File: src/rtl/mux_mon_pkg.sv
// Shared types, defaults and the reference mux function for the mux settle monitor.
package mux_mon_pkg;

   typedef enum logic [1:0] {
      IDLE   = 2'd0,
      SETTLE = 2'd1,
      HOLD   = 2'd2,
      REPORT = 2'd3
   } mon_state_e;

   localparam int DEF_STABLE  = 2;
   localparam int DEF_TIMEOUT = 127;

   // Value both mux outputs should settle to for a given {a,b,s,e}.
   function automatic logic mux_exp(input logic a, input logic b, input logic s, input logic e);
      logic r;
      if (e) begin
         if (s) r = b;
         else   r = a;
      end else begin
         r = 1'b0;
      end
      return r;
   endfunction

endpackage

File: src/rtl/vec_change_det.sv
// Registers a stimulus vector and flags any cycle where the live vector differs from it.
module vec_change_det #(
   parameter int W = 4
) (
   input  logic         clk,
   input  logic         rst,
   input  logic [W-1:0] vec_in,
   output logic         chg
);

   logic [W-1:0] vec_q;
   logic [W-1:0] vec_d;

   // Next registered vector is always the live one.
   always_comb begin
      vec_d = vec_in;
   end

   // Vector register.
   always_ff @(posedge clk) begin
      if (rst) vec_q <= {W{1'b0}};
      else     vec_q <= vec_d;
   end

   assign chg = (vec_in != vec_q);

endmodule

File: src/rtl/mux_settle_monitor.sv
// Measures how long both mux outputs take to settle after each stimulus change.
// Define MUX_SETTLE_GLITCH_EN to count HOLD->SETTLE glitches per event on glitch_cnt.
module mux_settle_monitor
   import mux_mon_pkg::*;
#(
   parameter int CNT_W         = 8,
   parameter int STABLE_CYCLES = DEF_STABLE,
   parameter int TIMEOUT       = DEF_TIMEOUT
) (
   input  logic             clk,
   input  logic             rst,
   input  logic [3:0]       vec_in,
   input  logic             out_e,
   input  logic             out_buf,
   output logic             busy,
   output logic             done,
   output logic [CNT_W-1:0] settle_cnt,
   output logic [CNT_W-1:0] max_settle,
   output logic             mismatch,
   output logic             timeout,
   output logic [CNT_W-1:0] event_cnt,
   output logic [CNT_W-1:0] glitch_cnt
);

   localparam logic [CNT_W-1:0] TO_C     = CNT_W'(TIMEOUT);
   localparam logic [CNT_W-1:0] ONE_C    = CNT_W'(1);
   localparam logic [3:0]       STABLE_C = 4'(STABLE_CYCLES);

   mon_state_e       state_q, state_d;
   logic [CNT_W-1:0] cnt_q, cnt_d;
   logic [3:0]       hold_q, hold_d;
   logic [CNT_W-1:0] first_q, first_d;
   logic             busy_q, busy_d;
   logic             done_q, done_d;
   logic [CNT_W-1:0] settle_q, settle_d;
   logic [CNT_W-1:0] max_q, max_d;
   logic             mis_q, mis_d;
   logic             to_q, to_d;
   logic [CNT_W-1:0] evt_q, evt_d;
`ifdef MUX_SETTLE_GLITCH_EN
   logic [CNT_W-1:0] grun_q, grun_d;
   logic [CNT_W-1:0] glitch_q, glitch_d;
`endif

   logic             chg_s;
   logic             exp_s;
   logic             match_s;
   logic             mis_now_s;
   logic [CNT_W-1:0] cnt_inc_s;
   logic [3:0]       hold_inc_s;
   logic [CNT_W-1:0] first_s;

   vec_change_det #(.W(4)) u_chg (
      .clk    (clk),
      .rst    (rst),
      .vec_in (vec_in),
      .chg    (chg_s)
   );

   // With e=0 the buffer mux output is floating, so only out_e is judged.
   assign exp_s      = mux_exp(vec_in[3], vec_in[2], vec_in[1], vec_in[0]);
   assign match_s    = vec_in[0] ? ((out_e == exp_s) && (out_buf == exp_s)) : (out_e == exp_s);
   assign mis_now_s  = vec_in[0] & (out_e ^ out_buf);
   assign cnt_inc_s  = (cnt_q >= TO_C) ? TO_C : (cnt_q + ONE_C);
   assign hold_inc_s = hold_q + 4'd1;
   assign first_s    = (hold_q == 4'd0) ? cnt_inc_s : first_q;

   // Next-state and published-result logic.
   always_comb begin
      state_d  = state_q;
      cnt_d    = cnt_q;
      hold_d   = hold_q;
      first_d  = first_q;
      done_d   = 1'b0;
      settle_d = settle_q;
      max_d    = max_q;
      mis_d    = mis_q;
      to_d     = to_q;
      evt_d    = evt_q;
`ifdef MUX_SETTLE_GLITCH_EN
      grun_d   = grun_q;
      glitch_d = glitch_q;
`endif
      case (state_q)
         IDLE, REPORT: begin
            if (chg_s) begin
               state_d = SETTLE;
               cnt_d   = {CNT_W{1'b0}};
               hold_d  = 4'd0;
`ifdef MUX_SETTLE_GLITCH_EN
               grun_d  = {CNT_W{1'b0}};
`endif
            end else begin
               state_d = IDLE;
            end
         end
         SETTLE, HOLD: begin
            if (chg_s) begin
               state_d = SETTLE;
               cnt_d   = {CNT_W{1'b0}};
               hold_d  = 4'd0;
`ifdef MUX_SETTLE_GLITCH_EN
               grun_d  = {CNT_W{1'b0}};
`endif
            end else if (match_s && (hold_inc_s == STABLE_C)) begin
               state_d  = REPORT;
               done_d   = 1'b1;
               settle_d = first_s;
               to_d     = 1'b0;
               mis_d    = mis_now_s;
               evt_d    = evt_q + ONE_C;
               if (first_s > max_q) max_d = first_s;
               else                 max_d = max_q;
`ifdef MUX_SETTLE_GLITCH_EN
               glitch_d = grun_q;
`endif
            end else if (cnt_inc_s == TO_C) begin
               state_d  = REPORT;
               done_d   = 1'b1;
               settle_d = TO_C;
               to_d     = 1'b1;
               mis_d    = mis_now_s;
               evt_d    = evt_q + ONE_C;
`ifdef MUX_SETTLE_GLITCH_EN
               glitch_d = grun_q;
`endif
            end else if (match_s) begin
               state_d = HOLD;
               cnt_d   = cnt_inc_s;
               hold_d  = hold_inc_s;
               first_d = first_s;
            end else begin
               state_d = SETTLE;
               cnt_d   = cnt_inc_s;
               hold_d  = 4'd0;
`ifdef MUX_SETTLE_GLITCH_EN
               if ((state_q == HOLD) && (grun_q != {CNT_W{1'b1}})) grun_d = grun_q + ONE_C;
               else                                                grun_d = grun_q;
`endif
            end
         end
         default: begin
            state_d = IDLE;
         end
      endcase
      busy_d = (state_d == SETTLE) || (state_d == HOLD);
   end

   // State, counters and registered outputs.
   always_ff @(posedge clk) begin
      if (rst) begin
         state_q  <= IDLE;
         cnt_q    <= {CNT_W{1'b0}};
         hold_q   <= 4'd0;
         first_q  <= {CNT_W{1'b0}};
         busy_q   <= 1'b0;
         done_q   <= 1'b0;
         settle_q <= {CNT_W{1'b0}};
         max_q    <= {CNT_W{1'b0}};
         mis_q    <= 1'b0;
         to_q     <= 1'b0;
         evt_q    <= {CNT_W{1'b0}};
`ifdef MUX_SETTLE_GLITCH_EN
         grun_q   <= {CNT_W{1'b0}};
         glitch_q <= {CNT_W{1'b0}};
`endif
      end else begin
         state_q  <= state_d;
         cnt_q    <= cnt_d;
         hold_q   <= hold_d;
         first_q  <= first_d;
         busy_q   <= busy_d;
         done_q   <= done_d;
         settle_q <= settle_d;
         max_q    <= max_d;
         mis_q    <= mis_d;
         to_q     <= to_d;
         evt_q    <= evt_d;
`ifdef MUX_SETTLE_GLITCH_EN
         grun_q   <= grun_d;
         glitch_q <= glitch_d;
`endif
      end
   end

   assign busy       = busy_q;
   assign done       = done_q;
   assign settle_cnt = settle_q;
   assign max_settle = max_q;
   assign mismatch   = mis_q;
   assign timeout    = to_q;
   assign event_cnt  = evt_q;
`ifdef MUX_SETTLE_GLITCH_EN
   assign glitch_cnt = glitch_q;
`else
   assign glitch_cnt = {CNT_W{1'b0}};
`endif

endmodule

File: config.mk
export PLATFORM = sky130hd
export DESIGN_NAME = mux_settle_monitor
export DESIGN_NICKNAME = d
export VERILOG_FILES = /design/src/rtl/mux_mon_pkg.sv /design/src/rtl/vec_change_det.sv /design/src/rtl/mux_settle_monitor.sv
export SDC_FILE = /design/constraint.sdc
export NUM_CORES = 1
export LEC_CHECK = 0
export CORE_ASPECT_RATIO = 1.1
export CORE_MARGIN = 5
export CORE_UTILIZATION = 53
export CTS_CLUSTER_DIAMETER = 40
export DETAILED_ROUTE_END_ITERATION = 12
export HOLD_SLACK_MARGIN = 0.03
export PLACE_DENSITY = 0.82
export RECOVER_POWER = 25
export SLEW_MARGIN = 5
export SYNTH_ARGS = -nofsm -noshare
export SYNTH_HDL_FRONTEND = slang
export SYNTH_SLANG_ARGS = --single-unit
File: constraint.sdc
create_clock -name clk -period 3.3 [get_ports clk]
set_input_delay 0.66 -clock clk [delete_from_list [all_inputs] [get_ports clk]]
set_output_delay 0.66 -clock clk [all_outputs]
set_load 0.03 [all_outputs]
# Yosys cells after proc, flatten, opt, wreduce, memory -nomap -nowiden
# Index checks and enable logic that the tools add are counted.
# totals
ff_bits	54
latchBits	0
ramBits	0
romBits	0
out_inout_bits	36
word_cells	81
mem_count	0
# op_classes
addsub	3
mul	0
n_div	0
magnitude_cmp	2
n_eq_ne	13
n_shift	0
n_mux	32
n_bitwise	6
reduce_logical	13
# ops
op	count
8-bit two-way mux	10
4-bit two-way mux	5
8-bit by 1-bit adder with 8-bit output (second input constant)	2
8-bit case mux with 2 select lines	1
1-bit two-way mux	10
8-bit by 7-bit == test with 1-bit output (second input constant)	1
8-bit by 7-bit greater-or-equal comparator with 1-bit output (second input constant)	1
8-bit greater-than comparator	1
2-bit two-way mux	4
4-bit case mux with 2 select lines	1
2-bit == test (second input constant)	3
3-bit != test (second input constant)	2
3-bit AND reduction	2
5-bit AND reduction	1
4-bit by 1-bit adder with 4-bit output (second input constant)	1
2-bit by 1-bit == test with 1-bit output (second input constant)	2
4-bit by 2-bit == test with 1-bit output (second input constant)	1
4-bit logical NOT	1
4-bit != test	1
1-bit NOT	4
2-bit case mux with 2 select lines	1
4-bit AND reduction	1
2-bit OR reduction	2
3-bit OR reduction	1
other kinds (8)	10

# Depth between registers and ports, before layout
# Gate-level depths: netlist of run 1.
# logic_depth
word_depth	12
ltp_mapped	13

# By module
# Synthesis of run 1 repeated with hierarchy kept, for this count alone.
# unflattened
hier_cells	360
area_unflattened_um2	3124.2
# modules_own_cells
module	n_inst	cells_each	area_each_um2
mux_settle_monitor	1	347	2977.9
vec_change_det	1	13	146.4

# Worst setup path before layout of run 1
# OpenSTA, ideal clock, no wires.
# synth_path
kind	flip-flop to flip-flop
startpoint	reg hold_q[0]
endpoint	reg max_q[0], in the netlist max_settle[0]
setup_ns	0.070
arrival_time_ns	2.682
slack_ns	0.548
path_stages_with_launch	14
period_less_slack_ns	2.752
path_cell_list	dfxtp_1 inv_1 ha_1 nor3b_2 clkbuf_1 nor2_1 a21oi_1 ha_1 nor2b_1 o211ai_1 a21oi_1 o21ai_0 o21ai_0 a21oi_1
# synth_between
elab_chain_len	4
word_cells_on_any_way	7
cone_classes	1 x add/sub; 1 x order compare; 1 x eq/ne; 1 x mux; 3 x reduce/logical
# synth_lines
element	line_no	source
from (decl)	mux_settle_monitor.sv:31	logic [3:0] hold_q, hold_d;
from (signal assigned)	mux_settle_monitor.sv:170	hold_q <= hold_d;
4-bit logical NOT	mux_settle_monitor.sv:66	assign first_s = (hold_q == 4'd0) ? cnt_inc_s : first_q;
8-bit two-way mux	mux_settle_monitor.sv:66	
via first_s[1]	mux_settle_monitor.sv:51	logic [CNT_W-1:0] first_s;
8-bit greater-than comparator	mux_settle_monitor.sv:112	if (first_s > max_q) max_d = first_s;
4-bit AND reduction (no source line)	-	
to (signal assigned)	mux_settle_monitor.sv:159	max_q <= {CNT_W{1'b0}};
to (signal assigned)	mux_settle_monitor.sv:175	max_q <= max_d;
to (decl)	mux_settle_monitor.sv:36	logic [CNT_W-1:0] max_q, max_d;
# The timed path passes the listed nets, and every way through them passes these cells.
# A chain may end at the register's enable or synchronous reset.

# Worst setup path in the final report of run 1
# layout_path
startpoint	in vec_in[1]
endpoint	reg evt_q[3], in the netlist event_cnt[3]
# layout_between
elab_chain_len	8
word_cells_on_any_way	12
cone_classes	3 x eq/ne; 4 x mux; 1 x bitwise; 4 x reduce/logical
# layout_lines
element	line_no	source
from (decl)	mux_settle_monitor.sv:12	input logic [3:0] vec_in,
1-bit two-way mux	mux_mon_pkg.sv:18	if (s) r = b;
1-bit two-way mux	mux_mon_pkg.sv:17	if (e) begin
1-bit == test	mux_settle_monitor.sv:62	assign match_s = vec_in[0] ? ((out_e == exp_s) && (out_buf == exp_s)) : (out_e == exp_s);
1-bit logical AND	mux_settle_monitor.sv:62	
1-bit two-way mux	mux_settle_monitor.sv:62	
1-bit logical AND	mux_settle_monitor.sv:105	end else if (match_s && (hold_inc_s == STABLE_C)) begin
2-bit nonzero test (no source line)	-	
3-bit AND reduction (no source line)	-	
to (signal assigned)	mux_settle_monitor.sv:162	evt_q <= {CNT_W{1'b0}};
to (signal assigned)	mux_settle_monitor.sv:178	evt_q <= evt_d;
to (decl)	mux_settle_monitor.sv:39	logic [CNT_W-1:0] evt_q, evt_d;
# Several ways; a longest one is shown, not always the timed one.

==> qor.csv, run 1 <==
stage,metric,value,unit
global_route,grtUsageTotal,0.202,
power_and_ir_drop,seqPwrFrac,0.551,
sta,fin_skew,0.00633,ns
routing,dr_total_vias,2571,
cts,numCtsBuffers,5,
sta,fin_crit_sh,0.873,
global_route,grt.overflow.total,0,
floorplanning,die_height,87.4,um
yosys,synthAdderAreaFrac,0.0563,
cts,cts_resized,0,
setup_path,path_buf_inv,2,
floorplanning,die_w,80.4,um
power_and_ir_drop,p_int,913,uW
routing,wl_per_cell,15.0,um
global_route,grt_pass1_wl,11500,um
yosys,yosys.area_share.simple,0.202,
sta,rsz0062_at_grt,no,
setup_path,r2r_slack,0.42,ns
power_and_ir_drop,swShare,0.236,
setup_path,crit_chain,dlygate4sd3_1 > mux2i_1 > nor3b_1 > o311a_1 > a32oi_4 > buf_4 > or3_1 > a21oi_1,
routing,postRouteWirelength,6870,um
cts,post_cts_buffers,0,
worst_hold_path,hold_path_class,reg -> reg,
sta,fmax,347,MHz
setup_path,cp-start-kind,primary input,
final_layout,fin_cells,459,
yosys,synthXorXnorAreaFrac,0.0303,
yosys,synthArstFlopShare,0,
power_and_ir_drop,clockPowerShare,0.375,
setup_path,worstPathRequired,3.52,ns
worst_hold_path,hold_depth,2,
yosys,synth_seq_cells,54,
setup_path,reg2reg_to,max_settle[6],
sta,whs,0.461,ns
routing,drtIter0Drc,126,
final_layout,syn_to_final_growth,19.7,%
setup_path,r2r-start,cnt_q[3],
yosys,synthTopCellsByCount,"dfxtp_1, a21oi_1, nor2_1",
setup_path,cpPeakStageDelay,0.60,ns
yosys,yosysSeqAreaShare,0.374,
setup_path,worstSetupPathDepth,8,
sta,drv_slew,41,
setup_path,rr_worst_depth,10,
cts,cts_hold_buffers,0,
place,numPlacedInstances,451,
setup_path,crit_path_max_fanout,14,
yosys,synth_edf_count,0,
yosys,syn_area,2890,um2
routing,drc,0,
routing,ant_nets,0,
power_and_ir_drop,max-vdd-ir-drop,326,uV
power_and_ir_drop,p_comb_frac,0.074,
status,failed_checks,"capacitance limit, slew limit",
cts,cts_buffer_depth,2,
routing,vias_per_cell,5.60,
sta,tightest_slew,1.75,ns
yosys,synthDominantCellAreaShare,0.374,
global_route,antenna_found_initial,0,
global_route,grt_pass1_vias,2502,
yosys,synth_area_leaders,"dfxtp_1, a21oi_1, ha_1, nor2_1, nand2_1",
yosys,synthMuxAreaShare,0.0104,
cts,htreeDepth,2,
setup_path,critical-path-top-delay-family,buffers and inverters,
status,outcome,"finished, violations left",
power_and_ir_drop,powerDensity,345,nW/um2
final_layout,final_nets,404,
floorplanning,dieArea,7030,um2
routing,drt_pass1_iterations,4,
global_route,grt_max_degree,41,
setup_path,crit_type,in -> reg,
place,dp_hpwl,4960,um
floorplanning,io_pins,44,
yosys,synth_area_per_cell,8.47,um2
place,place_congestion,0.837,
place,portBuffers,35,
floorplanning,initial_core_util,0.543,
floorplanning,coreArea,5330,um2
worst_hold_path,whs_endpoint,mismatch,
yosys,synth_flop_cell,dfxtp_1,
sta,fin_crit,2.88,ns
run,max-cap-violations,1,
sta,relSlewSlack,-0.167,
cts,clock_latency,0.31,ns
setup_path,crit_slowest_cell,dlygate4sd3_1,
cts,cts_tree,done,
yosys,syn_inst,341,
setup_path,critPathCaptureType,flip-flop,
floorplanning,rows,28,
yosys,synth.most_common_cell,dfxtp_1,
sta,finalHoldViolCount,0,
sta,fin_tns_setup,0,ns
final_layout,antennaDiodeCount,0,
power_and_ir_drop,p_sw,282,uW
cts,cts_root_buf,clkbuf_8,
final_layout,layout-drive-gt1-share,0.104,
yosys,yosys.area.top_type,dfxtp_1,
yosys,synth_compound_area_frac,0.252,
setup_path,arrival,3.10,ns
yosys,synth_warnings,0,
cts,clkSinkCount,54,
power_and_ir_drop,leakage,0.00133,uW
cts,clk_pin_slew_worst_paths,0.10,ns
sta,finalSetupViolCount,0,
worst_hold_path,hp-start,mismatch,
yosys,synth_top_family_by_area,compound AO/OA/AOI/OAI gates,
yosys,synth_cell_types,61,
## through the flow
stage                     setup WS [ns]  power (uW)  area, um2   util
after floorplan                   0.548         740       2920      -
after global placement            0.284         759       3350  0.629
after detailed placement          0.216         761       3350  0.629
after CTS                         0.248        1200       3460  0.650
after global routing              0.121        1240       3460  0.649
final                             0.420        1190       3460  0.649
## tightest hold or removal path, stage by stage, from the launching register on
cell and delay [ns]:
dfxtp_1 0.32, nand2_1 0.05, a21oi_1 0.05
## power by group through the flow
| stage | logic (uW) | registers, uW | clock network [uW] |
|---|---|---|---|
| after global placement | 85.7 | 673 | 0 |
| final | 87.8 | 659 | 448 |
| after CTS | 88.4 | 659 | 452 |
| after detailed placement | 87.6 | 674 | 0 |
| after global routing | 94.8 | 659 | 482 |
| after floorplan | 64.5 | 675 | 0 |
## flip-flops by register name, indices dropped and copies added (netlist names)
name and count:
cnt_q 8, event_cnt 8, first_q 8, max_settle 8, settle_cnt 8, hold_q 4, u_chg.vec_q 4, state_q 2
busy 1, done 1, mismatch 1, timeout 1
## worst max-delay path by stage
stage / end / slack, ns / start
6_report: event_cnt[3] / 0.42 / vec_in[1]
3_5_place_dp: event_cnt[3] / 0.22 / vec_in[1]
5_1_grt: max_settle[7] / 0.12 / cnt_q[3]
4_1_cts: max_settle[6] / 0.25 / cnt_q[3]
3_3_place_gp: event_cnt[3] / 0.28 / vec_in[1]
2_1_floorplan: max_settle[0] / 0.55 / hold_q[0]
## layout by cell type, fill, tap and decap left out, drive strengths merged, types with 5 or more instances in the layout
cell type | netlist | routed
ha | 13 | 13
xnor2 | 5 | 5
inv | 19 | 20
clkbuf | 8 | 6
buf | 16 | 16
o21ai | 19 | 19
nand4 | 5 | 5
xor2 | 5 | 5
nor2 | 31 | 31
nor2b | 8 | 8
dfxtp | 54 | 54
nand3 | 14 | 14
conb | 1 | 8
nand2 | 26 | 26
or3 | 5 | 5
a21oi | 39 | 39
a31oi | 8 | 8
clkdlybuf4s50 | 0 | 18
dlygate4sd3 | 0 | 17
## cells by family after synthesis
group                      count (synthesis)
AOI/OAI and AO/OA                        103
xor gates and xnor gates                  10
adders and majority gates                 13
buffers and inverters                     44
DFF                                       54
muxes                                      3
other                                      1
and+or+nand+nor                          113
## area by class of cell
type                    count  area, um2
fillers                   470       1870
well taps                  75       93.8
clock inverters             3       43.8
inverters                  20       75.1
flip-flops and latches     54       1080
repair buffers             52        474
multi-input cells         250       1620
clock buffers               5       68.8
## metal layers
layer  GRT usage  wire length (um)  vias up  part of all wire
met5           0                 0        -                 0
li1            -                 -     1294                 -
met4      0.0553                89        0             0.013
met1       0.261              3180     1218              0.46
met3      0.0342               201       11             0.029
met2       0.347              3400       48              0.49
(Power assumes the default switching activity.)
==> inputs of run 2 (changes only) <==
Settings changed: CELL_PAD_IN_SITES_DETAIL_PLACEMENT from default to 1, CELL_PAD_IN_SITES_GLOBAL_PLACEMENT from default to 2, CORE_UTILIZATION 53 to 35, PLACE_DENSITY 0.82 to 0.88.
Clock period 3.3 ns to 3.4 ns, I/O delays scaled along.
==> run 2 against run 1 <==
Effect of this change:
- the run still ends with capacitance limit, slew limit left
- cell area increased by 0.98%
- via count increased by 0.47%
- clock power decreased by 4%
- critical endpoint is now hold_q[3]
- combinational power about the same
- sequential share of layout area decreased by 0.30 points
==> qor.csv, run 2 (synthesized netlist as in run 1, its figures left out) <==
stage,metric,value,unit,change
status,outcome,"finished, violations left",,
status,failed_checks,"capacitance limit, slew limit",,
final_layout,syn_to_final_growth,20.9,%,
place,place_congestion,0.775,,-7.5%
cts,cts_resized,0,,unchanged
sta,finalHoldViolCount,0,,unchanged
global_route,grt_pass1_wl,13400,um,+17%
sta,fin_tns_setup,0,ns,unchanged
cts,cts_root_buf,clkbuf_8,,
cts,numCtsBuffers,5,,unchanged
worst_hold_path,whs_endpoint,settle_cnt[5],,
global_route,grt_pass1_vias,2708,,+8.2%
worst_hold_path,hold_path_class,reg -> reg,,
final_layout,layout-drive-gt1-share,0.102,,-0.00234
sta,fin_skew,0.00654,ns,+0.000215 ns
routing,vias_per_cell,5.26,,-6.1%
global_route,grt_max_degree,38,,-7.3%
sta,finalSetupViolCount,0,,unchanged
setup_path,reg2reg_to,max_settle[4],,
worst_hold_path,hold_depth,2,,unchanged
setup_path,worstSetupPathDepth,4,,-4
sta,rsz0062_at_grt,no,,
floorplanning,dieArea,10200,um2,+45%
setup_path,cp-start-kind,primary input,,
power_and_ir_drop,max-vdd-ir-drop,178,uV,-45%
setup_path,crit_chain,dlygate4sd3_1 > clkbuf_1 > nor4_1 > a311o_1,,
cts,cts_tree,done,,
setup_path,path_buf_inv,2,,unchanged
routing,drt_pass1_iterations,4,,unchanged
cts,clk_pin_slew_worst_paths,0.10,ns,about the same
final_layout,antennaDiodeCount,0,,unchanged
routing,postRouteWirelength,7880,um,+15%
final_layout,seq_area,1080,um2,unchanged
cts,post_cts_buffers,0,,unchanged
cts,clock_latency,0.30,ns,about the same
setup_path,arrival,3.21,ns,+0.11 ns
final_layout,final_common_cell,dfxtp_1,,
setup_path,cpPeakStageDelay,1.29,ns,+0.69 ns
sta,tightest_slew,1.74,ns,-0.00925 ns
routing,ant_nets,0,,unchanged
setup_path,worstPathRequired,3.59,ns,+0.07 ns
setup_path,r2r_slack,0.41,ns,about the same
floorplanning,coreArea,8000,um2,+50%
final_layout,multi_input_area,1620,um2,+0.15%
floorplanning,io_pins,44,,unchanged
worst_hold_path,hp-start,settle_cnt[5],,
routing,dr_total_vias,2583,,+0.47%
setup_path,rr_worst_depth,11,,+1
setup_path,critical-path-top-delay-family,buffers and inverters,,
setup_path,crit_type,in -> reg,,
floorplanning,rows,34,,+21%
final_layout,final_core_util,0.437,,-0.213
setup_path,crit_slowest_cell,clkbuf_1,,
sta,drv_slew,38,,-7.3%
final_layout,fin_cells,491,,+7.0%
sta,fin_crit,3.02,ns,
run,max-cap-violations,1,,unchanged
power_and_ir_drop,powerDensity,332,nW/um2,-3.9%
routing,drtIter0Drc,106,,-16%
place,place_ws,0.128,ns,-0.0877 ns
place,placed_cell_area,3380,um2,+1.0%
power_and_ir_drop,leakage,0.00131,uW,-1.0%
cts,htreeDepth,2,,unchanged
global_route,grt.overflow.total,0,,unchanged
cts,cts_hold_buffers,0,,unchanged
setup_path,critPathCaptureType,flip-flop,,
global_route,grtUsageTotal,0.155,,-0.0474
final_layout,nFillCells,1017,,+120%
sta,fmax,331,MHz,
cts,clkSinkCount,54,,unchanged
sta,worst_slack,0.381,ns,-0.0391 ns
sta,relSlewSlack,-0.161,,+0.00617
routing,drc,0,,unchanged
place,numPlacedInstances,483,,+7.1%
global_route,antenna_found_initial,0,,unchanged
place,portBuffers,35,,unchanged
place,dp_hpwl,5960,um,+20%
final_layout,final_area,3490,um2,+0.98%
floorplanning,die_height,105,um,+20%
final_layout,final_cell_mix,"dfxtp_1, a21oi_1, nor2_1, nand2_1, inv_1",,
floorplanning,die_w,96.6,um,+20%
setup_path,r2r-start,cnt_q[2],,
cts,cts_buffer_depth,2,,unchanged
setup_path,crit_path_max_fanout,37,,+23
final_layout,final_nets,403,,-0.25%
sta,fin_crit_sh,0.888,,
routing,wl_per_cell,16.0,um,+7.3%
floorplanning,initial_core_util,0.361,,-0.181
==> run 2: cell count changes in the layout (fill, tap and decap cells not counted) <==
cell        change
inv_6           -1
clkinvlp_4      +1
clkinv_2        -1
ha_1            -1
buf_4           -1
ha_2            +1
clkbuf_1        +1
==> run 2: per-stage QoR <==
stage,power (uW),hold slack [ns]
after floorplan,718,0.436
after CTS,1180,0.464
after global placement,740,0.441
after global routing,1210,0.481
final,1160,0.453
after detailed placement,743,0.446
==> run 2: layout make-up <==
cell class                      count  share of cell area
Multi-Input combinational cell    250               0.465
Sequential cell                    54               0.310
Timing Repair Buffer               51               0.134
Tap cell                          108              0.0387
Inverter                           20              0.0215
Clock buffer                        6              0.0208
Clock inverter                      2              0.0107
==> run 2: worst max-delay path by stage <==
stage / start / endpoint / slack [ns]
4_1_cts: cnt_q[0] / max_settle[4] / 0.28
6_report: rst / hold_q[3] / 0.38
3_5_place_dp: vec_in[1] / event_cnt[4] / 0.13
2_1_floorplan: hold_q[0] / max_settle[0] / 0.65
3_3_place_gp: vec_in[1] / event_cnt[6] / 0.26
5_1_grt: cnt_q[2] / max_settle[0] / 0.06
==> run 2: worst register-to-register path, cell delays in order (launching register included) <==
cell      delay (ns)
dfxtp_1         0.54
and3_4          0.29
nand3_1         0.16
a2111o_1        0.44
mux2i_1         0.25
ha_1            0.31
a21oi_1         0.12
o21ai_0         0.14
o21ai_1         0.25
buf_4           0.19
o21ai_0         0.08
a21oi_1         0.13
==> run 2: layer usage <==
layer,up-vias,part of all wire,global-route usage
met2,33,0.48,0.266
met3,4,0.020,0.0238
met4,0,0.0075,0.0271
met1,1256,0.49,0.209
li1,1290,-,-
met5,-,0,0
==> run 2: where the power goes <==
part	internal (uW)	switching [uW]	total [uW]
sequential	637	2.50	640
clock	220	212	432
combinational	29.2	58.7	87.9
total	886	273	1160
==> inputs of run 3 (changes only) <==
Settings changed: CAP_MARGIN from default to 20, PLACE_DENSITY 0.88 to default, PLACE_DENSITY_LB_ADDON from default to 0.1.
==> run 3 against run 2 <==
Effect of this change:
- the run now ends clean
- clock-buffer cell count rose by 1
- sequential power barely moved
- flip-flop and latch count did not move
- clock power fell by 20%
- worst setup slack improved by 0.0038 ns
- register-to-register slack got worse by 0.03 ns
- critical path depth rose by 8
- die area did not move
- critical path type is now reg -> reg
- largest cell class unchanged
==> qor.csv, run 3 (synthesized netlist as in run 1, its figures left out) <==
stage,metric,value,unit,change
cts,numCtsBuffers,5,,unchanged
sta,drv_slew,0,,-100%
global_route,grt_max_degree,27,,-29%
sta,fmax,332,MHz,+0.13%
run,max-cap-violations,0,,-1
power_and_ir_drop,power,1070,uW,-7.5%
sta,fin_crit,3.02,ns,-0.00379 ns
setup_path,crit_path_start,cnt_q[0],,
cts,cts_root_buf,clkbuf_8,,
place,dp_hpwl,5880,um,-1.3%
sta,tightest_slew,0.723,ns,-1.02 ns
cts,clock_latency,0.31,ns,about the same
power_and_ir_drop,leakage,0.00131,uW,-0.53%
global_route,grtUsageTotal,0.155,,+0.000266
sta,relSlewSlack,0.518,,+0.679
power_and_ir_drop,max-vdd-ir-drop,146,uV,-18%
place,portBuffers,35,,unchanged
routing,drtIter0Drc,63,,-41%
setup_path,rr_worst_depth,12,,+1
sta,finalSetupViolCount,0,,unchanged
sta,fin_skew,0.00952,ns,+0.00298 ns
cts,clkSinkCount,54,,unchanged
setup_path,crit_chain,ha_1 > a41oi_2 > and2_1 > a21oi_2 > inv_1 > ha_1 > nor2b_1 > o211ai_1 > a21oi_1 > o21a_1 > nand3_1 > a21oi_1,,
routing,drt_pass1_iterations,4,,unchanged
routing,wl_per_cell,16.2,um,+0.73%
global_route,grt_pass1_wl,13300,um,-0.57%
routing,vias_per_cell,5.22,,-0.80%
cts,htreeDepth,2,,unchanged
setup_path,crit_slowest_cell,dfxtp_1,,
setup_path,critPathCaptureType,flip-flop,,
final_layout,final_cell_mix,"dfxtp_1, a21oi_1, nor2_1, nand2_1, inv_1",,
setup_path,worstPathRequired,3.64,ns,+0.05 ns
setup_path,arrival,3.25,ns,+0.04 ns
final_layout,antennaDiodeCount,0,,unchanged
final_layout,layout-drive-gt1-share,0.0969,,-0.00497
routing,ant_nets,0,,unchanged
sta,fin_crit_sh,0.887,,-0.00112
setup_path,r2r-start,cnt_q[0],,
final_layout,final_nets,403,,unchanged
floorplanning,rows,34,,unchanged
power_and_ir_drop,powerDensity,310,nW/um2,-6.6%
global_route,antenna_found_initial,0,,unchanged
worst_hold_path,hold_path_class,reg -> reg,,
global_route,grt_pass1_vias,2641,,-2.5%
cts,cts_tree,done,,
floorplanning,dieArea,10200,um2,unchanged
cts,clk_pin_slew_worst_paths,0.09,ns,about the same
routing,postRouteWirelength,7920,um,+0.52%
routing,drc,0,,unchanged
final_layout,final_common_cell,dfxtp_1,,
worst_hold_path,hp-start,settle_cnt[4],,
setup_path,crit_type,reg -> reg,,
sta,finalHoldViolCount,0,,unchanged
setup_path,cpPeakStageDelay,0.49,ns,-0.80 ns
worst_hold_path,hold_depth,2,,unchanged
floorplanning,initial_core_util,0.361,,unchanged
floorplanning,io_pins,44,,unchanged
setup_path,cp-start-kind,flip-flop,,
routing,dr_total_vias,2557,,-1.0%
place,place_congestion,0.817,,+5.5%
sta,rsz0062_at_grt,no,,
sta,worst_slack,0.385,ns,+0.00379 ns
cts,post_cts_buffers,0,,unchanged
status,outcome,completed,,
sta,fin_tns_setup,0,ns,unchanged
floorplanning,die_height,105,um,unchanged
global_route,grt.overflow.total,0,,unchanged
place,place_ws,0.191,ns,+0.0622 ns
floorplanning,die_w,96.6,um,unchanged
floorplanning,coreArea,8000,um2,unchanged
setup_path,crit_path_max_fanout,8,,-78%
final_layout,syn_to_final_growth,19.7,%,
cts,cts_buffer_depth,2,,unchanged
==> run 3: final cells by class <==
cell class | count | area, um2
well taps | 108 | 135
fillers | 989 | 4540
repair buffers | 51 | 467
flip-flops and latches | 54 | 1080
clock buffers | 7 | 76.3
multi-input cells | 250 | 1630
inverters | 20 | 75.1
==> run 3: path summary, 6_finish.rpt <==
kind                   endpoint  slack, ns
hold reg to reg   settle_cnt[4]       0.45
setup / recovery  max_settle[7]       0.38
setup reg to reg  max_settle[7]       0.38
hold / removal    settle_cnt[4]       0.45
==> run 3: what timing repair did <==
item                                    CTS  global route
endpoints found under the setup margin    0             8
hold buffers                              0             0
resized for setup                         0             2
==> run 3: per-layer routing <==
metal / GRT usage / wire (um) / vias to the layer above
li1: - / - / 1287
met1: 0.227 / 4160 / 1236
met2: 0.242 / 3530 / 28
met3: 0.0258 / 160 / 6
met4: 0.0301 / 63 / 0
met5: 0 / 0 / -
==> run 3: where the power goes <==
| part | leakage, uW | internal, uW | switching (uW) | total (uW) |
|---|---|---|---|---|
| clock network | 0.0000383 | 143 | 203 | 346 |
| logic | 0.000832 | 28.4 | 58.4 | 86.8 |
| registers | 0.000437 | 637 | 2.56 | 639 |
==> run 3: critical path, delay by kind of cell, from the launching register on <==
kind / cells / cell delay, ns
buffers and inverters: 1 / 0.12
AND/OR/NAND/NOR: 3 / 0.56
adder cells (fa/ha/maj): 2 / 0.47
AO/OA/AOI/OAI: 6 / 1.29
flip-flops: 1 / 0.49
==> run 3: per-stage QoR <==
step                hold WS [ns]  cell area, um2  std cells   util
floorplan                  0.436            2920        348      -
global placement           0.440            3380        483  0.423
detailed placement         0.442            3380        483  0.423
CTS                        0.462            3460        490  0.433
global route               0.481            3460        490  0.433
finish                     0.453            3460        490  0.433
